==> src/rtl/swc_rtu_rsp_pkg.sv <==
// Shared types and helpers for the RTU response source.
package swc_rtu_rsp_pkg;

  localparam int unsigned c_swc_num_ports  = 7;
  localparam int unsigned c_swc_prio_width = 3;

  // One routing decision as buffered per port.
  typedef struct packed {
    logic [c_swc_num_ports-1:0]  mask;
    logic                        drop;
    logic [c_swc_prio_width-1:0] prio;
  } t_rtu_rsp;

  // Bits needed to index n entries (at least 1).
  function automatic int unsigned f_log2_size(input int unsigned n);
    int unsigned r;
    r = 1;
    for (int i = 31; i >= 1; i--) begin
      if ((64'd1 << i) >= 64'(n)) r = int'(i);
    end
    return r;
  endfunction

endpackage

==> src/rtl/swc_rtu_rsp_fifo.sv <==
// Per-port response FIFO: power-of-two depth, registered full flag, head read
// straight from storage at the read pointer.
module swc_rtu_rsp_fifo
  import swc_rtu_rsp_pkg::*;
#(
  parameter type         T       = t_rtu_rsp,
  parameter int unsigned g_depth = 4,
  localparam int unsigned PtrW   = f_log2_size(g_depth),
  localparam int unsigned CntW   = PtrW + 1
) (
  input  logic            clk_i,
  input  logic            rst_n_i,
  input  logic            push_i,
  input  T                data_i,
  input  logic            pop_i,
  output logic            full_o,
  output logic            empty_o,
  output T                head_o,
  output logic [CntW-1:0] count_o
);

  localparam logic [CntW-1:0] Depth = CntW'(g_depth);

  T                mem_q [g_depth];
  logic [PtrW-1:0] wr_ptr_q, wr_ptr_d;
  logic [PtrW-1:0] rd_ptr_q, rd_ptr_d;
  logic [CntW-1:0] cnt_q, cnt_d;
  logic            full_q, full_d;
  logic            do_push, do_pop;

  // Pop only when non-empty; a push to a full FIFO is taken only if a pop frees a slot.
  always_comb begin
    do_pop   = pop_i & (cnt_q != '0);
    do_push  = push_i & (~full_q | do_pop);
    wr_ptr_d = do_push ? wr_ptr_q + PtrW'(1) : wr_ptr_q;
    rd_ptr_d = do_pop  ? rd_ptr_q + PtrW'(1) : rd_ptr_q;
    cnt_d    = cnt_q;
    if (do_push && !do_pop) cnt_d = cnt_q + CntW'(1);
    else if (do_pop && !do_push) cnt_d = cnt_q - CntW'(1);
    full_d   = (cnt_d == Depth);
  end

  // Pointer, occupancy and full-flag state.
  always_ff @(posedge clk_i or negedge rst_n_i) begin
    if (!rst_n_i) begin
      wr_ptr_q <= '0;
      rd_ptr_q <= '0;
      cnt_q    <= '0;
      full_q   <= 1'b0;
    end else begin
      wr_ptr_q <= wr_ptr_d;
      rd_ptr_q <= rd_ptr_d;
      cnt_q    <= cnt_d;
      full_q   <= full_d;
    end
  end

  // Entry storage; contents are only visible while the count says they are live.
  always_ff @(posedge clk_i) begin
    if (do_push) mem_q[wr_ptr_q] <= data_i;
  end

  assign full_o  = full_q;
  assign empty_o = (cnt_q == '0);
  assign head_o  = mem_q[rd_ptr_q];
  assign count_o = cnt_q;

endmodule

==> src/rtl/swc_rtu_rsp_source.sv <==
// RTU response producer: demuxes match-engine results into per-port FIFOs and
// presents each port's head decision to the swcore.
module swc_rtu_rsp_source
  import swc_rtu_rsp_pkg::*;
#(
  parameter int unsigned g_num_ports  = c_swc_num_ports,
  parameter int unsigned g_prio_width = c_swc_prio_width,
  parameter int unsigned g_fifo_depth = 4,
  localparam int unsigned PortW       = f_log2_size(g_num_ports)
) (
  input  logic                                clk_i,
  input  logic                                rst_n_i,
  input  logic                                req_valid_i,
  input  logic [PortW-1:0]                    req_port_i,
  input  logic [g_num_ports-1:0]              req_mask_i,
  input  logic                                req_drop_i,
  input  logic [g_prio_width-1:0]             req_prio_i,
  output logic [g_num_ports-1:0]              req_full_o,
  output logic [g_num_ports-1:0]              req_ovf_o,
  output logic                                req_err_o,
  output logic [g_num_ports-1:0]              rtu_rsp_valid_o,
  input  logic [g_num_ports-1:0]              rtu_rsp_ack_i,
  output logic [g_num_ports*g_num_ports-1:0]  rtu_dst_port_mask_o,
  output logic [g_num_ports-1:0]              rtu_drop_o,
  output logic [g_num_ports*g_prio_width-1:0] rtu_prio_o
);

  localparam int unsigned     CntW      = f_log2_size(g_fifo_depth) + 1;
  localparam logic [CntW-1:0] FullCnt   = CntW'(g_fifo_depth);
  localparam logic [PortW:0]  NumPortsW = (PortW + 1)'(g_num_ports);

  typedef struct packed {
    logic [g_num_ports-1:0]  mask;
    logic                    drop;
    logic [g_prio_width-1:0] prio;
  } rsp_t;

  rsp_t                   wr_data;
  rsp_t                   head [g_num_ports];
  logic [CntW-1:0]        count [g_num_ports];
  logic [g_num_ports-1:0] push, pop, empty, full;
  logic [g_num_ports-1:0] ovf_q, ovf_d;
  logic                   err_q, err_d;
  logic                   port_ok;

  // Write demux, drop rule, and overflow/error detection for next-cycle pulses.
  always_comb begin
    port_ok      = {1'b0, req_port_i} < NumPortsW;
    wr_data.mask = req_drop_i ? '0 : req_mask_i;
    wr_data.drop = req_drop_i;
    wr_data.prio = req_prio_i;
    push         = '0;
    pop          = '0;
    ovf_d        = '0;
    for (int i = 0; i < int'(g_num_ports); i++) begin
      push[i]  = req_valid_i & port_ok & (req_port_i == PortW'(i));
      pop[i]   = rtu_rsp_ack_i[i] & ~empty[i];
      ovf_d[i] = push[i] & (count[i] == FullCnt) & ~pop[i];
    end
    err_d = req_valid_i & ~port_ok;
  end

  // Single-cycle status pulses.
  always_ff @(posedge clk_i or negedge rst_n_i) begin
    if (!rst_n_i) begin
      ovf_q <= '0;
      err_q <= 1'b0;
    end else begin
      ovf_q <= ovf_d;
      err_q <= err_d;
    end
  end

  for (genvar g = 0; g < int'(g_num_ports); g++) begin : g_port
    swc_rtu_rsp_fifo #(
      .T       (rsp_t),
      .g_depth (g_fifo_depth)
    ) u_fifo (
      .clk_i   (clk_i),
      .rst_n_i (rst_n_i),
      .push_i  (push[g]),
      .data_i  (wr_data),
      .pop_i   (rtu_rsp_ack_i[g]),
      .full_o  (full[g]),
      .empty_o (empty[g]),
      .head_o  (head[g]),
      .count_o (count[g])
    );
  end

  // Output packing; head fields read as zero while a port has nothing pending.
  always_comb begin
    rtu_rsp_valid_o     = ~empty;
    rtu_dst_port_mask_o = '0;
    rtu_drop_o          = '0;
    rtu_prio_o          = '0;
    for (int i = 0; i < int'(g_num_ports); i++) begin
      if (!empty[i]) begin
        rtu_dst_port_mask_o[i*g_num_ports +: g_num_ports] = head[i].mask;
        rtu_drop_o[i]                                     = head[i].drop;
        rtu_prio_o[i*g_prio_width +: g_prio_width]        = head[i].prio;
      end
    end
  end

  assign req_full_o = full;
  assign req_ovf_o  = ovf_q;
  assign req_err_o  = err_q;

endmodule

==> config.mk <==
export PLATFORM = sky130hd
export DESIGN_NAME = swc_rtu_rsp_source
export DESIGN_NICKNAME = d
export VERILOG_FILES = /design/src/rtl/swc_rtu_rsp_pkg.sv /design/src/rtl/swc_rtu_rsp_fifo.sv /design/src/rtl/swc_rtu_rsp_source.sv
export SDC_FILE = /design/constraint.sdc
export NUM_CORES = 1
export LEC_CHECK = 0
export CORE_MARGIN = 2
export CORE_UTILIZATION = 32
export DETAILED_ROUTE_END_ITERATION = 6
export SYNTH_ARGS = -nofsm -noshare
export SYNTH_HDL_FRONTEND = slang
export SYNTH_SLANG_ARGS = --single-unit
==> constraint.sdc <==
create_clock -name clk_i -period 2.3 [get_ports clk_i]
set_input_delay 0.46 -clock clk_i [delete_from_list [all_inputs] [get_ports clk_i]]
set_output_delay 0.46 -clock clk_i [all_outputs]
set_load 0.05 [all_outputs]
==> flow_metrics.py, run 1 <==
metrics = {
    "cells_and_area": {
        "n_fill_cell": 4124,
        "drive_gt1_frac": 0.386,
        "fin_nets": 1189,
        "final_cell_area_um2": 20600,
        "area_delta_synth_final_pct": 33.9,
    },
    "synth": {
        "syn_area_um2": 15400,
        "synth_compound_area_frac": 0.0248,
        "synth_top_family_by_area": "multiplexers",
        "yosysWarningCount": 0,
        "netlist_instances": 856,
        "avgSynthCellArea_um2": 18.0,
        "ys_ff_latch": 372,
        "synth-simple-area-share": 0.0792,
        "async_flop_share": 0.172,
        "ys_seq_area_frac": 0.705,
        "synth_edf_count": 308,
        "post_synth_num_cell_types": 35,
        "synthMuxAreaShare": 0.113,
        "synth_fa_ha_area_frac": 0.0399,
        "synth_fp_nets": 929,
        "ys.flop_type": "edfxtp_1",
        "synth_xor_area_frac": 0.0204,
    },
    "detailed_routing": {
        "postRouteAntennaNets": 0,
        "drt_pass1_iterations": 4,
        "finalWirelength_mm": 34.7,
        "drt_iter0_drc": 484,
        "vias_per_cell": 4.69,
        "num_vias": 8264,
        "wl_per_cell_um": 19.7,
        "drc": 0,
    },
    "critical_path": {
        "path_cells": "buf_12, mux4_2, and2_4, buf_6",
        "crit_required_ps": 1840,
        "reg2regPathDepth": 9,
        "rr_endpoint": "g_port[4].u_fifo.mem_q[0][4]",
        "critPathMaxFanout": 7,
        "crit_path_start": "g_port[3].u_fifo.rd_ptr_q[0]",
        "critical_path_class": "reg -> out",
        "cp-end-kind": "output port",
        "crit_arrival_ps": 1990,
        "slowest_stage": "mux4_2",
        "reg2reg_from": "g_port[4].u_fifo.count_o[0]",
        "critPathMaxStageDelay_ps": 560,
        "path_buf_inv": 2,
        "crit_family": "multiplexers",
        "cp-endpoint": "rtu_prio_o[10]",
        "reg2reg_slack_ps": 260,
        "cp-start-kind": "flip-flop",
        "path_depth": 4,
    },
    "timing": {
        "fin_ws_ps": -150,
        "timing.slew.headroom": 0.637,
        "period_needed_ps": 2450,
        "worst_clock_skew_ps": 9.38,
        "rsz0062_at_grt": "true",
        "hold_violations": 0,
        "tightestPinTransition_ps": 547,
        "drv_slew": 0,
        "clock.fmax_ghz": 0.408,
        "setup_viol": 77,
        "finalCritPeriodShare": 1.07,
        "whs_ps": 359,
    },
    "global_route": {
        "grt_max_degree": 33,
        "grt_pass1_wl_mm": 52.3,
        "grt_pass1_vias": 8600,
        "grt.overflow.total": 0,
        "antenna_found_initial": 0,
        "grt_usage": 0.140,
    },
    "floorplan": {
        "die_h_um": 223,
        "core-area_um2": 47500,
        "start_util": 0.324,
        "fp.dieW_um": 223,
        "die-area_um2": 49800,
        "ios": 123,
        "rows": 80,
    },
    "power_and_ir_drop": {
        "p_int_mw": 18.2,
        "swShare": 0.365,
        "p_leak_nw": 7.62,
        "power_frac_comb": 0.487,
        "p_switching_mw": 10.4,
        "irDropWorstVdd_mv": 0.724,
        "pwr-share-clk": 0.215,
        "pwr-share-seq": 0.297,
        "powerDensity_nw_per_um2": 1390,
    },
    "worst_hold_path": {
        "hold_path.class": "in -> async",
    },
    "placement": {
        "port_buffers": 122,
        "dpl_cell_area_um2": 18400,
        "place.gp.congestion": 0.816,
        "dp_hpwl_mm": 22.8,
    },
    "clock_tree": {
        "cts_tree": "yes",
        "clk_latency_ps": 530,
        "clockBufferDepth": 3,
        "clockRootBuffer": "clkbuf_16",
        "numCtsBuffers": 41,
        "clock_sinks": 372,
        "htreeDepth": 2,
        "clkSlewWorstSetupHoldPaths_ps": 60,
    },
    "job": {
        "maxCapViolations": 0,
    },
    "status": {
        "violations": "setup timing",
        "status": "finished with violations",
    },
}
kinds of logic after synthesis:
kind of cell    Yosys count
compound gates           56
simple gates            205
xor+xnor                 35
buf+inv                  62
mux                      77
fa+ha+maj                49
flops                   372
power by group through the flow:
stage / logic, mW / clock network [mW] / registers (mW)
final: 13.9 / 6.17 / 8.51
after global routing: 14.8 / 6.60 / 8.60
after CTS: 13.9 / 6.33 / 8.53
after detailed placement: 11.6 / 0 / 8.56
after global placement: 11.5 / 0 / 8.55
after floorplan: 7.80 / 0 / 8.51
state kept, by name, summed over array words and instances (netlist names):
name / cells
g_port.u_fifo.rd_ptr_q: 14
req_ovf_o: 7
g_port.u_fifo.wr_ptr_q: 14
req_err_o: 1
g_port.u_fifo.count_o: 21
g_port.u_fifo.full_o: 7
g_port.u_fifo.mem_q: 308
metrics by stage:
| stage | utilization | std cells | TNS, ps | setup WS [ps] | power, mW |
|---|---|---|---|---|---|
| 2_1_floorplan | - | 856 | 0 | 57.3 | 16.3 |
| 3_3_place_gp | 0.387 | 1674 | -24710 | -202 | 20.1 |
| 3_5_place_dp | 0.387 | 1674 | -27590 | -206 | 20.2 |
| 4_1_cts | 0.431 | 1757 | -9730 | -208 | 28.8 |
| 5_1_grt | 0.433 | 1759 | -10250 | -217 | 30.0 |
| 6_report | 0.433 | 1761 | -5520 | -150 | 28.6 |
cells in the mapped netlist (6+ instances only):
cell type,number,area (um2)
nand2_1,27,101
buf_2,10,50.1
edfxtp_1,308,9250
inv_1,30,113
xnor2_1,29,254
dfrtp_1,64,1600
a21oi_1,24,120
o221ai_1,7,61.3
buf_1,7,26.3
nor3b_1,8,60.1
nand2b_1,7,43.8
nor2_1,14,52.6
nor3_1,10,50.1
nor2b_1,7,43.8
o21ai_0,11,55.1
clkbuf_1,8,30.0
mux4_2,77,1730
ha_1,49,613
and2_1,110,688
and3_1,6,37.5
buf_4,7,52.6
area by class of cell:
| type | count | area [um2] | share of cell area |
|---|---|---|---|
| repair buffers | 249 | 3100 | 0.150 |
| well taps | 615 | 769 | 0.0374 |
| flip-flops and latches | 372 | 10900 | 0.527 |
| inverters | 30 | 113 | 0.00547 |
| diodes | 2 | 5.00 | 0.000243 |
| multi-input cells | 422 | 4490 | 0.218 |
| clock buffers | 56 | 1130 | 0.0551 |
| clock inverters | 15 | 123 | 0.00595 |
metal layers:
layer / part of all wire / vias up / GRT usage / wire length, um
li1: - / 3784 / - / -
met1: 0.46 / 4247 / 0.197 / 16100
met2: 0.48 / 184 / 0.227 / 16600
met3: 0.040 / 49 / 0.0200 / 1390
met4: 0.020 / 0 / 0.0391 / 695
met5: 0 / - / 0 / 0
cell usage in the layout (no fill, tap or decap), drive strengths merged, types with 12 or more instances in the layout:
| cell type | n |
|---|---|
| a21oi | 24 |
| and2 | 110 |
| nor2 | 15 |
| edfxtp | 308 |
| buf | 206 |
| mux4 | 77 |
| nand2 | 27 |
| clkbuf | 62 |
| ha | 49 |
| inv | 31 |
| clkinv | 12 |
| clkdlybuf4s50 | 33 |
| xnor2 | 30 |
| dfrtp | 64 |
worst reg2reg max path: stages, from the launching register on:
cell and delay [ps]:
dfrtp_1 390, inv_1 80, ha_1 210, nand2b_1 90
buf_4 160, nand2_1 160, a21oi_1 180, buf_4 140
and2_1 170, buf_12 160
repair_timing:
action,CTS,global route
endpoints found under the hold margin,15,0
buffers inserted,6,1
endpoints found under the setup margin,80,78
gates cloned,5,1
hold buffers,1,0
pin swaps,54,21
gates resized for setup,208,26
worst min path at each step:
stage | slack (ps) | startpoint | end | cells after the start
after floorplan | 160 | rst_n_i | g_port[0].u_fifo.count_o[0] | 0
after global placement | 350 | rst_n_i | req_ovf_o[6] | 1
after detailed placement | 360 | rst_n_i | req_ovf_o[6] | 1
after CTS | 350 | rst_n_i | g_port[6].u_fifo.full_o | 2
after global routing | 370 | rst_n_i | g_port[6].u_fifo.full_o | 2
final | 360 | rst_n_i | g_port[6].u_fifo.full_o | 2
(Power assumes the default switching activity.)
==> inputs of run 2 (changes only) <==
Settings changed: CORE_ASPECT_RATIO set to 0.6.
==> flow_metrics.py, run 2 (synthesis gave the netlist of run 1 again) <==
metrics = {
    "cells_and_area": {
        "max_flop_register": "g_port.u_fifo.mem_q",
        "drive_gt1_frac": 0.389,
        "final_util": 0.432,
        "fin_nets": 1178,
        "largest_register_ffs": 308,
        "area_delta_synth_final_pct": 33.8,
        "final_cell_mix": "edfxtp_1, mux4_2, and2_4",
        "final_common_cell": "edfxtp_1",
        "fin_cells": 1774,
    },
    "clock_tree": {
        "cts_tree": "yes",
        "clockBufferDepth": 3,
        "clock_sinks": 372,
        "htreeDepth": 2,
        "clk_latency_ps": 540,
        "clockRootBuffer": "clkbuf_16",
        "clkSlewWorstSetupHoldPaths_ps": 70,
        "numCtsBuffers": 37,
    },
    "timing": {
        "drv_slew": 0,
        "timing.slew.headroom": 0.598,
        "clock.fmax_ghz": 0.408,
        "worst_clock_skew_ps": 31.8,
        "fin_ws_ps": -149,
        "rsz0062_at_grt": "true",
        "setup_viol": 77,
        "setup_tns_ps": -5970,
        "tightestPinTransition_ps": 602,
        "period_needed_ps": 2450,
        "whs_ps": 392,
        "hold_violations": 0,
        "finalCritPeriodShare": 1.06,
    },
    "power_and_ir_drop": {
        "p_leak_nw": 7.60,
        "powerDensity_nw_per_um2": 1400,
        "irDropWorstVdd_mv": 0.652,
        "p_total_mw": 28.8,
    },
    "global_route": {
        "grt_busiest_layer": "met2",
        "grt_pass1_vias": 8293,
        "globalRouteMet1Util": 0.207,
        "grt_max_degree": 42,
        "met3_usage": 0.0280,
        "antenna_found_initial": 0,
        "grt_usage": 0.139,
        "grt_pass1_wl_mm": 52.0,
        "grt.overflow.total": 0,
        "grtUsageMet2": 0.209,
    },
    "floorplan": {
        "start_util": 0.323,
        "die_h_um": 174,
        "core-area_um2": 47600,
        "ios": 123,
        "fp.dieW_um": 287,
        "rows": 62,
        "die-area_um2": 49900,
    },
    "critical_path": {
        "crit_required_ps": 1840,
        "critical_path_class": "reg -> out",
        "cp-start-kind": "flip-flop",
        "critPathMaxFanout": 6,
        "cp-end-kind": "output port",
        "crit_arrival_ps": 1990,
    },
    "status": {
        "status": "finished with violations",
        "violations": "setup timing",
    },
    "placement": {
        "place.gp.congestion": 0.763,
        "dp_hpwl_mm": 22.4,
        "dp_cells": 1688,
        "port_buffers": 122,
    },
    "detailed_routing": {
        "drt_iter0_drc": 574,
        "finalWirelength_mm": 34.4,
        "drt_pass1_iterations": 4,
        "postRouteAntennaNets": 0,
        "vias_per_cell": 4.62,
        "wl_per_cell_um": 19.4,
        "num_vias": 8204,
        "drc": 0,
    },
    "job": {
        "maxCapViolations": 0,
    },
    "worst_hold_path": {
        "hold_path.class": "in -> async",
    },
}
==> run 2: cell count changes in the layout (fill, tap and decap cells not counted), moves of 3 or more <==
cell	previous run	this run
clkbuf_1	12	5
buf_8	45	49
clkinvlp_4	0	3
clkbuf_16	49	43
buf_6	39	33
buf_4	77	73
clkinv_2	7	4
ha_2	0	3
bufinv_16	2	5
ha_1	49	46
==> run 2: final timing paths <==
check                      depth (start not counted)  slack [ps]                          from                      endpoint
max                                                4        -150  g_port[2].u_fifo.rd_ptr_q[0]       rtu_dst_port_mask_o[17]
min                                                2         390                       rst_n_i  g_port[3].u_fifo.rd_ptr_q[0]
max reg2reg                                        7         280   g_port[4].u_fifo.count_o[1]  g_port[4].u_fifo.mem_q[3][2]
min reg2reg                                        1         480  g_port[2].u_fifo.rd_ptr_q[1]  g_port[2].u_fifo.rd_ptr_q[1]
max in group asynchronous                          3        1300                       rst_n_i  g_port[1].u_fifo.rd_ptr_q[0]
min in group clk_i                                 1         480  g_port[2].u_fifo.rd_ptr_q[1]  g_port[2].u_fifo.rd_ptr_q[1]
==> run 2: worst max-delay path: stages (launching register included) <==
cell     delay [ps]
dfrtp_2         450
buf_12          160
mux4_2          550
and2_4          160
buf_6           140
==> run 2: where the power goes <==
group          internal [mW]  switching [mW]  leakage [nW]  total, mW
logic                   6.66            7.36          3.41       14.0
registers               7.97           0.510          3.58       8.48
clock network           3.71            2.55         0.610       6.26
total                   18.3            10.4          7.60       28.8
==> run 2: repair_timing <==
action | CTS | global route
pin swaps | 19 | 51
buffers inserted | 8 | 5
endpoints found under the setup margin | 83 | 80
endpoints found under the hold margin | 23 | 0
hold buffers | 1 | 0
resized for setup | 191 | 62
cloned | 2 | 4
==> run 2: final cells by class <==
class,instances,area [um2]
Timing Repair Buffer,242,3050
Fill cell,4147,27000
Tap cell,640,801
Antenna cell,1,2.50
Sequential cell,372,10900
Clock inverter,21,254
Clock buffer,46,1010
Inverter,30,113
Multi-Input combinational cell,422,4500
==> run 2: through the flow <==
| step | instance area [um2] | setup WS [ps] |
|---|---|---|
| 2_1_floorplan | 15400 | 57.3 |
| 3_3_place_gp | 18300 | -163 |
| 3_5_place_dp | 18300 | -191 |
| 4_1_cts | 20300 | -206 |
| 5_1_grt | 20600 | -243 |
| 6_report | 20600 | -149 |
==> run 2: metal layers <==
layer | share of wire | vias up
met5 | 0 | -
met4 | 0.019 | 0
met3 | 0.050 | 47
met2 | 0.45 | 194
met1 | 0.48 | 4194
li1 | - | 3769
